**src/rtl/interp_pkg.sv**
```systemverilog
// -----------------------------------------------------------------------------
// interp_pkg
// Shared definitions for the 8x8 HEVC sub-pixel interpolation block sequencer.
// Holds the FSM state encoding and the block geometry constants used by the
// sequencer and its result pipeline.
// -----------------------------------------------------------------------------
package interp_pkg;

  typedef enum logic [2:0] {
    ST_IDLE   = 3'd0,
    ST_FILL   = 3'd1,
    ST_FILTER = 3'd2,
    ST_DRAIN  = 3'd3,
    ST_DONE   = 3'd4
  } state_t;

  localparam int IN_ROWS   = 15;   // 8 output rows + 7 filter taps
  localparam int OUT_WORDS = 40;   // 8 rows x 5 sub-pel phases
  localparam int PIX_W     = 8;
  localparam int ROW_W     = IN_ROWS * PIX_W;  // 120-bit reference row
  localparam int WORD_W    = 64;
  localparam int IDX_W     = 6;    // op / result index, 0..39

endpackage

```
**src/rtl/interp_result_pipe.sv**
```systemverilog
// -----------------------------------------------------------------------------
// interp_result_pipe
// FILT_LAT-deep {valid, idx} delay line that mirrors the filter pipeline.
// The tail stage drives the output filler directly from flops, so a result
// issued in cycle N appears as out_load_L low in cycle N + FILT_LAT.
//
// Ports:
//   clock, reset  - system clock, async active-high reset
//   issue_en      - a filter op is issued this cycle
//   issue_idx     - index of the issued op
//   out_load_L    - active-low load strobe to the output filler
//   sel           - output filler slot of the current result
// -----------------------------------------------------------------------------
module interp_result_pipe
  import interp_pkg::*;
#(
  parameter int unsigned FILT_LAT = 2
) (
  input  logic             clock,
  input  logic             reset,
  input  logic             issue_en,
  input  logic [IDX_W-1:0] issue_idx,
  output logic             out_load_L,
  output logic [7:0]       sel
);

  logic [FILT_LAT-1:0] v_q;
  logic [IDX_W-1:0]    idx_q [FILT_LAT];

  // Index stages only advance alongside a valid entry, so once the pipe
  // drains sel keeps showing the last slot written and stays static.
  always_ff @(posedge clock or posedge reset) begin
    if (reset) begin
      v_q <= '0;
      for (int k = 0; k < FILT_LAT; k++) idx_q[k] <= '0;
    end else begin
      v_q <= FILT_LAT'({v_q, issue_en});
      if (issue_en) idx_q[0] <= issue_idx;
      for (int k = 1; k < FILT_LAT; k++) begin
        if (v_q[k-1]) idx_q[k] <= idx_q[k-1];
      end
    end
  end

  assign out_load_L = ~v_q[FILT_LAT-1];
  assign sel        = {2'b00, idx_q[FILT_LAT-1]};

endmodule

```
**src/rtl/interp_block_sequencer.sv**
```systemverilog
// -----------------------------------------------------------------------------
// interp_block_sequencer
// Sequences one 8x8 sub-pixel interpolation block: loads 15 reference rows
// into the input shift register, issues 40 filter ops back to back, steps the
// output filler as results emerge, then holds blk_valid until downstream
// accepts the block.
//
// Handshakes (valid/ready): a row transfers in any cycle where row_valid and
// row_ready are both high at the posedge; upstream keeps the row data stable
// for that whole cycle. A block transfers in the cycle where blk_valid and
// blk_ready are both high; blk_ready is ignored outside DONE.
//
// Ports:
//   clock, reset          - system clock, async active-high reset
//   start                 - begin a block (sampled in IDLE only)
//   frac_x, frac_y        - quarter-pel phases, latched on accepted start
//   row_valid / row_ready - reference row handshake
//   in_load_L             - active-low load to input shift register (comb)
//   filt_en, filt_idx     - filter op issue strobe and op index 0..39
//   frac_x_q, frac_y_q    - latched phases
//   out_load_L, sel       - output filler load strobe and slot 0..39
//   busy                  - high in every state except IDLE
//   blk_valid / blk_ready - block complete handshake
//   dbg_state             - current FSM state
// -----------------------------------------------------------------------------
module interp_block_sequencer
  import interp_pkg::*;
#(
  parameter int unsigned FILT_LAT = 2
) (
  input  logic             clock,
  input  logic             reset,
  input  logic             start,
  input  logic [1:0]       frac_x,
  input  logic [1:0]       frac_y,
  input  logic             row_valid,
  output logic             row_ready,
  output logic             in_load_L,
  output logic             filt_en,
  output logic [IDX_W-1:0] filt_idx,
  output logic [1:0]       frac_x_q,
  output logic [1:0]       frac_y_q,
  output logic             out_load_L,
  output logic [7:0]       sel,
  output logic             busy,
  output logic             blk_valid,
  input  logic             blk_ready,
  output state_t           dbg_state
);

  state_t           state;
  logic [3:0]       row_cnt;
  logic [IDX_W-1:0] op_cnt;
  logic [5:0]       pulse_cnt;
  logic             row_hs;

  assign row_hs    = row_valid & row_ready;
  // The shift register samples this at the negedge inside the handshake cycle.
  assign in_load_L = ~row_hs;
  assign dbg_state = state;

  always_ff @(posedge clock or posedge reset) begin
    if (reset) begin
      state     <= ST_IDLE;
      row_cnt   <= '0;
      op_cnt    <= '0;
      row_ready <= 1'b0;
      filt_en   <= 1'b0;
      filt_idx  <= '0;
      frac_x_q  <= '0;
      frac_y_q  <= '0;
      busy      <= 1'b0;
      blk_valid <= 1'b0;
    end else begin
      case (state)
        ST_IDLE: begin
          if (start) begin
            frac_x_q  <= frac_x;
            frac_y_q  <= frac_y;
            row_cnt   <= '0;
            op_cnt    <= '0;
            row_ready <= 1'b1;
            busy      <= 1'b1;
            state     <= ST_FILL;
          end
        end
        ST_FILL: begin
          if (row_hs) begin
            row_cnt <= row_cnt + 4'd1;
            if (row_cnt == 4'(IN_ROWS - 1)) begin
              // Issue op 0 on the very first FILTER cycle.
              row_ready <= 1'b0;
              filt_en   <= 1'b1;
              filt_idx  <= op_cnt;
              op_cnt    <= op_cnt + 6'd1;
              state     <= ST_FILTER;
            end
          end
        end
        ST_FILTER: begin
          // op_cnt runs one ahead of filt_idx: reaching OUT_WORDS means op 39
          // is on the bus this cycle.
          if (op_cnt == 6'(OUT_WORDS)) begin
            filt_en <= 1'b0;
            state   <= ST_DRAIN;
          end else begin
            filt_idx <= op_cnt;
            op_cnt   <= op_cnt + 6'd1;
          end
        end
        ST_DRAIN: begin
          if (pulse_cnt == 6'(OUT_WORDS)) begin
            blk_valid <= 1'b1;
            state     <= ST_DONE;
          end
        end
        ST_DONE: begin
          // A coincident start is deliberately not taken here.
          if (blk_ready) begin
            blk_valid <= 1'b0;
            busy      <= 1'b0;
            state     <= ST_IDLE;
          end
        end
        default: state <= ST_IDLE;
      endcase
    end
  end

  // Counts output filler loads so DRAIN knows when the pipe is empty.
  always_ff @(posedge clock or posedge reset) begin
    if (reset) begin
      pulse_cnt <= '0;
    end else if (state == ST_IDLE && start) begin
      pulse_cnt <= '0;
    end else if (!out_load_L) begin
      pulse_cnt <= pulse_cnt + 6'd1;
    end
  end

  interp_result_pipe #(
    .FILT_LAT (FILT_LAT)
  ) u_result_pipe (
    .clock      (clock),
    .reset      (reset),
    .issue_en   (filt_en),
    .issue_idx  (filt_idx),
    .out_load_L (out_load_L),
    .sel        (sel)
  );

endmodule

```
**config.mk**
```make
export PLATFORM = sky130hd
export DESIGN_NAME = interp_block_sequencer
export DESIGN_NICKNAME = d
export VERILOG_FILES = /design/src/rtl/interp_pkg.sv /design/src/rtl/interp_result_pipe.sv /design/src/rtl/interp_block_sequencer.sv
export SDC_FILE = /design/constraint.sdc
export NUM_CORES = 1
export LEC_CHECK = 0
export CAP_MARGIN = 20
export CORE_MARGIN = 10
export CORE_UTILIZATION = 40
export CTS_BUF_LIST = sky130_fd_sc_hd__clkbuf_8
export DETAILED_ROUTE_END_ITERATION = 16
export GPL_TIMING_DRIVEN = 0
export PLACE_DENSITY_LB_ADDON = 0.25
export SLEW_MARGIN = 20
export SYNTH_ARGS = -nofsm -noshare
export SYNTH_HDL_FRONTEND = slang
export SYNTH_HIERARCHICAL = 1
export SYNTH_SLANG_ARGS = --single-unit
```
**constraint.sdc**
```tcl
create_clock -name clock -period 4.8 [get_ports clock]
set_input_delay 0.48 -clock clock [delete_from_list [all_inputs] [get_ports clock]]
set_output_delay 0.48 -clock clock [all_outputs]
set_load 0.005 [all_outputs]
```
### Word-level counts from Yosys, hierarchy flattened

Cells that the tools add are included.

| word-level totals | value |
|---|---|
| output and inout bits | 27 |
| register bits | 47 |
| bits of input ports | 9 |
| word-level logic and storage cells | 84 |

| operators by class | value |
|---|---|
| bitwise operators | 3 |
| reduce and logical (&&, ||, !) cells | 17 |
| add/sub/neg operators | 3 |
| multiplexer cells | 33 |
| eq/ne operators | 14 |

Operators with widths:

| cell | count |
|---|---|
| two-way mux 6 bit | 9 |
| two-way mux 3 bit | 6 |
| case mux 6 bit (3 select lines) | 1 |
| case mux 3 bit (5 select lines) | 1 |
| inequality test 2 bit, second input constant | 7 |
| adder 6 x 1 -> 6 bit, second input constant | 2 |
| == test 6 bit, second input constant | 2 |
| case mux 6 bit (2 select lines) | 1 |
| AND reduction 4 bit | 3 |
| nonzero test 2 bit | 5 |
| AND reduction 3 bit | 3 |
| two-way mux 1 bit | 8 |
| two-way mux 4 bit | 2 |
| case mux 1 bit (2 select lines) | 4 |
| case mux 4 bit (2 select lines) | 1 |
| == test 3 x 2 -> 1 bit, second input constant | 2 |
| AND reduction 6 bit | 1 |
| AND reduction 5 bit | 1 |
| adder 4 x 1 -> 4 bit, second input constant | 1 |
| == test 4 bit, second input constant | 1 |
| == test 3 x 1 -> 1 bit, second input constant | 1 |
| == test 3 bit, second input constant | 1 |
| zero test 3 bit | 1 |
| nonzero test 3 bit | 1 |
| other kinds (4) | 5 |

### Longest topological paths before layout

Gate-level depths: netlist of run 1.

| depth | value |
|---|---|
| word-level depth | 4 |
| mapped depth | 7 |
| depth with buffers taken out | 6 |

### Hierarchy

The synthesis of run 1 kept the hierarchy.

By module, submodules not included:

| module | cells each | area an instance (um^2) | times used | seq. area each (um^2) |
|---|---|---|---|---|
| interp_block_sequencer | 169 | 1759.2 | 1 | 825.8 |
| interp_result_pipe | 39 | 624.3 | 1 | 350.3 |

### Least setup slack after synthesis of run 1

No wires, ideal clock.

| path | value |
|---|---|
| path type | register to register |
| start | reg row_cnt[0] |
| end | reg op_cnt[2] |
| cell stages (with the launch flop) | 8 |
| path slack | 3.076 ns |
| path buffers | 1 |
| clock period less this slack | 1.724 ns |
| data arrival time | 1.591 ns |
| library setup time | 0.133 ns |
| data required time | 4.667 ns |
| cells stage by stage | dfrtp_1 > inv_1 > ha_1 > nand3_4 > or4_4 > buf_6 > a21oi_1 > o22ai_1 |

| between the ends | value |
|---|---|
| word-level cells in the longest chain between the ends | 3 |

Ends and longest elaborated chain:

| element | RTL line | source |
|---|---|---|
| from (decl) | interp_block_sequencer.sv:52 | `logic [3:0] row_cnt;` |
| from (signal assigned) | interp_block_sequencer.sv:89 | `row_cnt <= row_cnt + 4'd1;` |
| == test 4 bit | interp_block_sequencer.sv:90 | `if (row_cnt == 4'(IN_ROWS - 1)) begin` |
| inequality test 2 bit (no source line) | - |  |
| AND reduction 5 bit (no source line) | - |  |
| to (signal assigned) | interp_block_sequencer.sv:95 | `op_cnt <= op_cnt + 6'd1;` |
| to (signal assigned) | interp_block_sequencer.sv:108 | `op_cnt <= op_cnt + 6'd1;` |
| to (decl) | interp_block_sequencer.sv:53 | `logic [IDX_W-1:0] op_cnt;` |

Every way passes these cells.
A chain may end at the register's enable or synchronous reset.

### Final worst setup path of run 1

| path | value |
|---|---|
| start | in row_valid |
| end | out in_load_L |

| between the ends | value |
|---|---|
| word-level cells in the longest chain between the ends | 2 |

Ends and longest elaborated chain:

| element | RTL line | source |
|---|---|---|
| from (decl) | interp_block_sequencer.sv:36 | `input logic row_valid,` |
| AND 1 bit | interp_block_sequencer.sv:57 | `assign row_hs = row_valid & row_ready;` |
| NOT 1 bit | interp_block_sequencer.sv:59 | `assign in_load_L = ~row_hs;` |
| to (decl) | interp_block_sequencer.sv:38 | `output logic in_load_L,` |

Every way passes these cells.

==> impl_metrics.tcl, run 1 <==
set metrics [dict create \
    clock_sinks 47 \
    crit_top_cell "clkdlybuf4s50_1" \
    syn_inst 208 \
    clock_path_buffers 2 \
    period_share_pct 46.0 \
    dr.pass1.iters 4 \
    seq_power_share_pct 39.8 \
    yosys.area.top_type_share_pct 49.3 \
    power_switching_w 0.000520 \
    arrival_ps 1730 \
    holdWs_ps 400 \
    hold_path.class "flop to flop" \
    timing.setup.tns_ps 0 \
    die_x_um 97.2 \
    syn_avg_cell_area_um2 11.5 \
    path_max_fanout 9 \
    ios 36 \
    final_hold_viol_count 0 \
    drive_above_1_share_pct 18.0 \
    p_comb_share_pct 39.3 \
    dp_hpwl_mm 3.25 \
    p_leak_nw 1.38 \
    gp_congestion 0.757 \
    drt-initial-drc-count 45 \
    nNetsFinal 264 \
    rsz0062_at_grt "no" \
    n_fill_cell 541 \
    holdBufCountCts 0 \
    p_sw_share_pct 32.4 \
    yosysTopAreaCell "dfrtp_1" \
    synth_edf_count 0 \
    final_cell_mix "dfrtp_1, clkdlybuf4s50_1, nor2_1" \
    cp-start-kind "primary input" \
    numCtsBuffers 5 \
    fin_worst_skew_ps 6.63 \
    die_area_um2 9450 \
    htreeDepth 2 \
    insertedDiodeCount 0 \
    drc 0 \
    top_usage_layer "met2" \
    postLayoutCellArea_um2 2940 \
    initial_core_util_pct 40.7 \
    synth-seq-cells 47 \
    ys_types 45 \
    cts_tree "yes" \
    synthFlopType "dfrtp_1" \
    antenna_left 0 \
    syn_area_um2 2380 \
    num_vias 1594 \
    synthArstFlopShare_pct 100 \
    dp_slack_ps 2580 \
    status "finished, final reports clean" \
    numPortBuffers 33 \
    endpoint_kind "output pin" \
    met3_usage_pct 2.63 \
    cts_setup_buffers 0 \
    path_class "primary input to output pin" \
    placed_area_um2 2810 \
    final.min_clock_period_ps 2210 \
    slowest_stage "clkdlybuf4s50_1" \
    ys_warn_count 6 \
    grt_max_degree 34 \
    antenna_found_initial 0 \
    wl_per_cell_um 13.6 \
    row_count 28 \
    layout_commonest_cell "dfrtp_1" \
    worstMarginPinSlew_ps 700 \
    yosys-top-cells-area "dfrtp_1, mux2_4, mux2_1, ha_1, buf_4" \
    ys_seq_area_share_pct 49.3 \
    relSlewSlack_pct 53.3 \
    areaGrowthSynthToFinish_pct 23.5 \
    worst_ep_required_time_ps 4320 \
    cts.repair.resized 0 \
    clk_latency_ps 290 \
    grt_use_met1_pct 11.9 \
    power_density_nw_per_um2 544 \
    path_clk_slew_ps 90 \
    cp_cell_sequence "clkdlybuf4s50_1, and2_4, inv_4, clkdlybuf4s50_1" \
    wirelength_mm 4.43 \
    core_area_um2 5850 \
    maxCapViolCount 0 \
    die_y_um 97.2 \
    via_per_inst 4.90 \
    grt_pass1_wl_mm 7.76 \
    vdd_drop_max_uv 278 \
    timing.fmax_mhz 453 \
    intPower_w 0.00108 \
    setup_violations 0 \
    root_buffer "clkbuf_8" \
    worst_slack_ps 2590 \
    track_usage_pct 9.60 \
    clockPowerShare_pct 21.0 \
    use_met2_pct 15.1 \
    slew_violations 0 \
    first_global_vias 1584 \
    overflow 0 \
    critPathMaxStageDelay_ps 520 \
]
-- per-layer routing --
layer / routed length, µm / part of all wire, %
met2: 2050 / 46
met5: 0 / 0
met1: 2090 / 47
met4: 65 / 1.5
met3: 224 / 5.1
-- state kept, by name, summed over array words and instances, names as in the netlist --
signal               flops
filt_idx                 6
op_cnt                   6
pulse_cnt                6
u_result_pipe/idx_q      6
u_result_pipe/sel        6
row_cnt                  4
dbg_state                3
frac_x_q                 2
frac_y_q                 2
u_result_pipe/v_q        2
blk_valid                1
busy                     1
filt_en                  1
row_ready                1
-- power groups by stage --
stage                     clock network (W)  registers (W)  logic [W]
final                              0.000336       0.000637   0.000629
after CTS                          0.000343       0.000640   0.000644
after detailed placement                  0       0.000645   0.000639
after global placement                    0       0.000643   0.000626
after global routing               0.000361       0.000658   0.000704
after floorplan                           0       0.000623   0.000427
-- worst max-delay path: cells and delay by family --
kind | cells | cell delay, ps
buffers and inverters | 3 | 1070
and+or+nand+nor | 1 | 190
-- path summary, 6_finish.rpt --
path | cells past startpoint | slack (ps) | to | from
max | 4 | 2590 | in_load_L | row_valid
min | 0 | 400 | u_result_pipe/v_q[1] | u_result_pipe/v_q[0]
max reg2reg | 7 | 2960 | op_cnt[5] | row_cnt[0]
min reg2reg | 0 | 400 | u_result_pipe/v_q[1] | u_result_pipe/v_q[0]
max in group asynchronous | 2 | 3690 | filt_idx[3] | reset
min in group asynchronous | 2 | 580 | u_result_pipe/v_q[1] | reset
-- synthesized netlist by cell type, types with 2 or more instances --
| master | number |
|---|---|
| a21oi_1 | 6 |
| a22o_1 | 5 |
| a31oi_1 | 2 |
| and2_4 | 2 |
| and3_1 | 3 |
| buf_2 | 3 |
| buf_4 | 8 |
| buf_6 | 3 |
| clkbuf_1 | 2 |
| dfrtp_1 | 47 |
| ha_1 | 6 |
| inv_1 | 14 |
| mux2_1 | 10 |
| mux2_4 | 12 |
| nand2_1 | 11 |
| nand2b_1 | 2 |
| nand3_1 | 10 |
| nor2_1 | 15 |
| nor3_1 | 3 |
| nor4_1 | 2 |
| nor4b_4 | 2 |
| o21ai_0 | 7 |
| o21ai_1 | 3 |
| o22ai_1 | 5 |
| xnor2_1 | 3 |
| xor2_1 | 3 |
-- kinds of logic after synthesis --
kind of cell	share of synthesized area, %
adders and majority gates	3.15
xor gates and xnor gates	2.21
muxes	12.7
DFF	49.3
buffers and inverters	7.35
and+or+nand+nor	15.7
other	0.157
AOI/OAI and AO/OA	9.40
-- stage by stage --
step                total power [W]  utilization [%]  std cells
floorplan                   0.00105                -        209
global placement            0.00127             48.1        317
detailed placement          0.00128             48.1        317
CTS                         0.00163             50.3        325
global route                0.00172             50.3        325
finish                      0.00160             50.3        325
-- layout make-up --
cell class	count	area [µm²]	share of cell area, %
Sequential cell	47	1180	39.9
Multi-Input combinational cell	131	1040	35.2
Timing Repair Buffer	33	330	11.2
Buffer	16	116	3.95
Tap cell	75	93.8	3.19
Clock buffer	5	68.8	2.34
Clock inverter	3	63.8	2.17
Inverter	15	58.8	2.00
Power figures use the tool's default switching activity.
==> run 2: changes to the inputs <==
==> constraint.sdc (replaced) <==
create_clock -name clock -period 2.1 [get_ports clock]
set_input_delay 0.21 -clock clock [delete_from_list [all_inputs] [get_ports clock]]
set_output_delay 0.21 -clock clock [all_outputs]
set_load 0.005 [all_outputs]
==> results of run 2 <==
Same layout as run 1 (identical final DEF). Status: finished, final reports clean.
Main changes from that run: setup slack after placement 2580 ps -> 169 ps; setup slack after layout 2590 ps -> 255 ps; hold slack 400 ps -> 305 ps; start point of the critical path row_valid -> row_cnt[0]; end point of the critical path in_load_L -> op_cnt[5]; register-to-register setup slack 2960 ps -> 260 ps; total power 0.00160 W -> 0.00366 W; worst IR drop on VDD 278 µV -> 635 µV
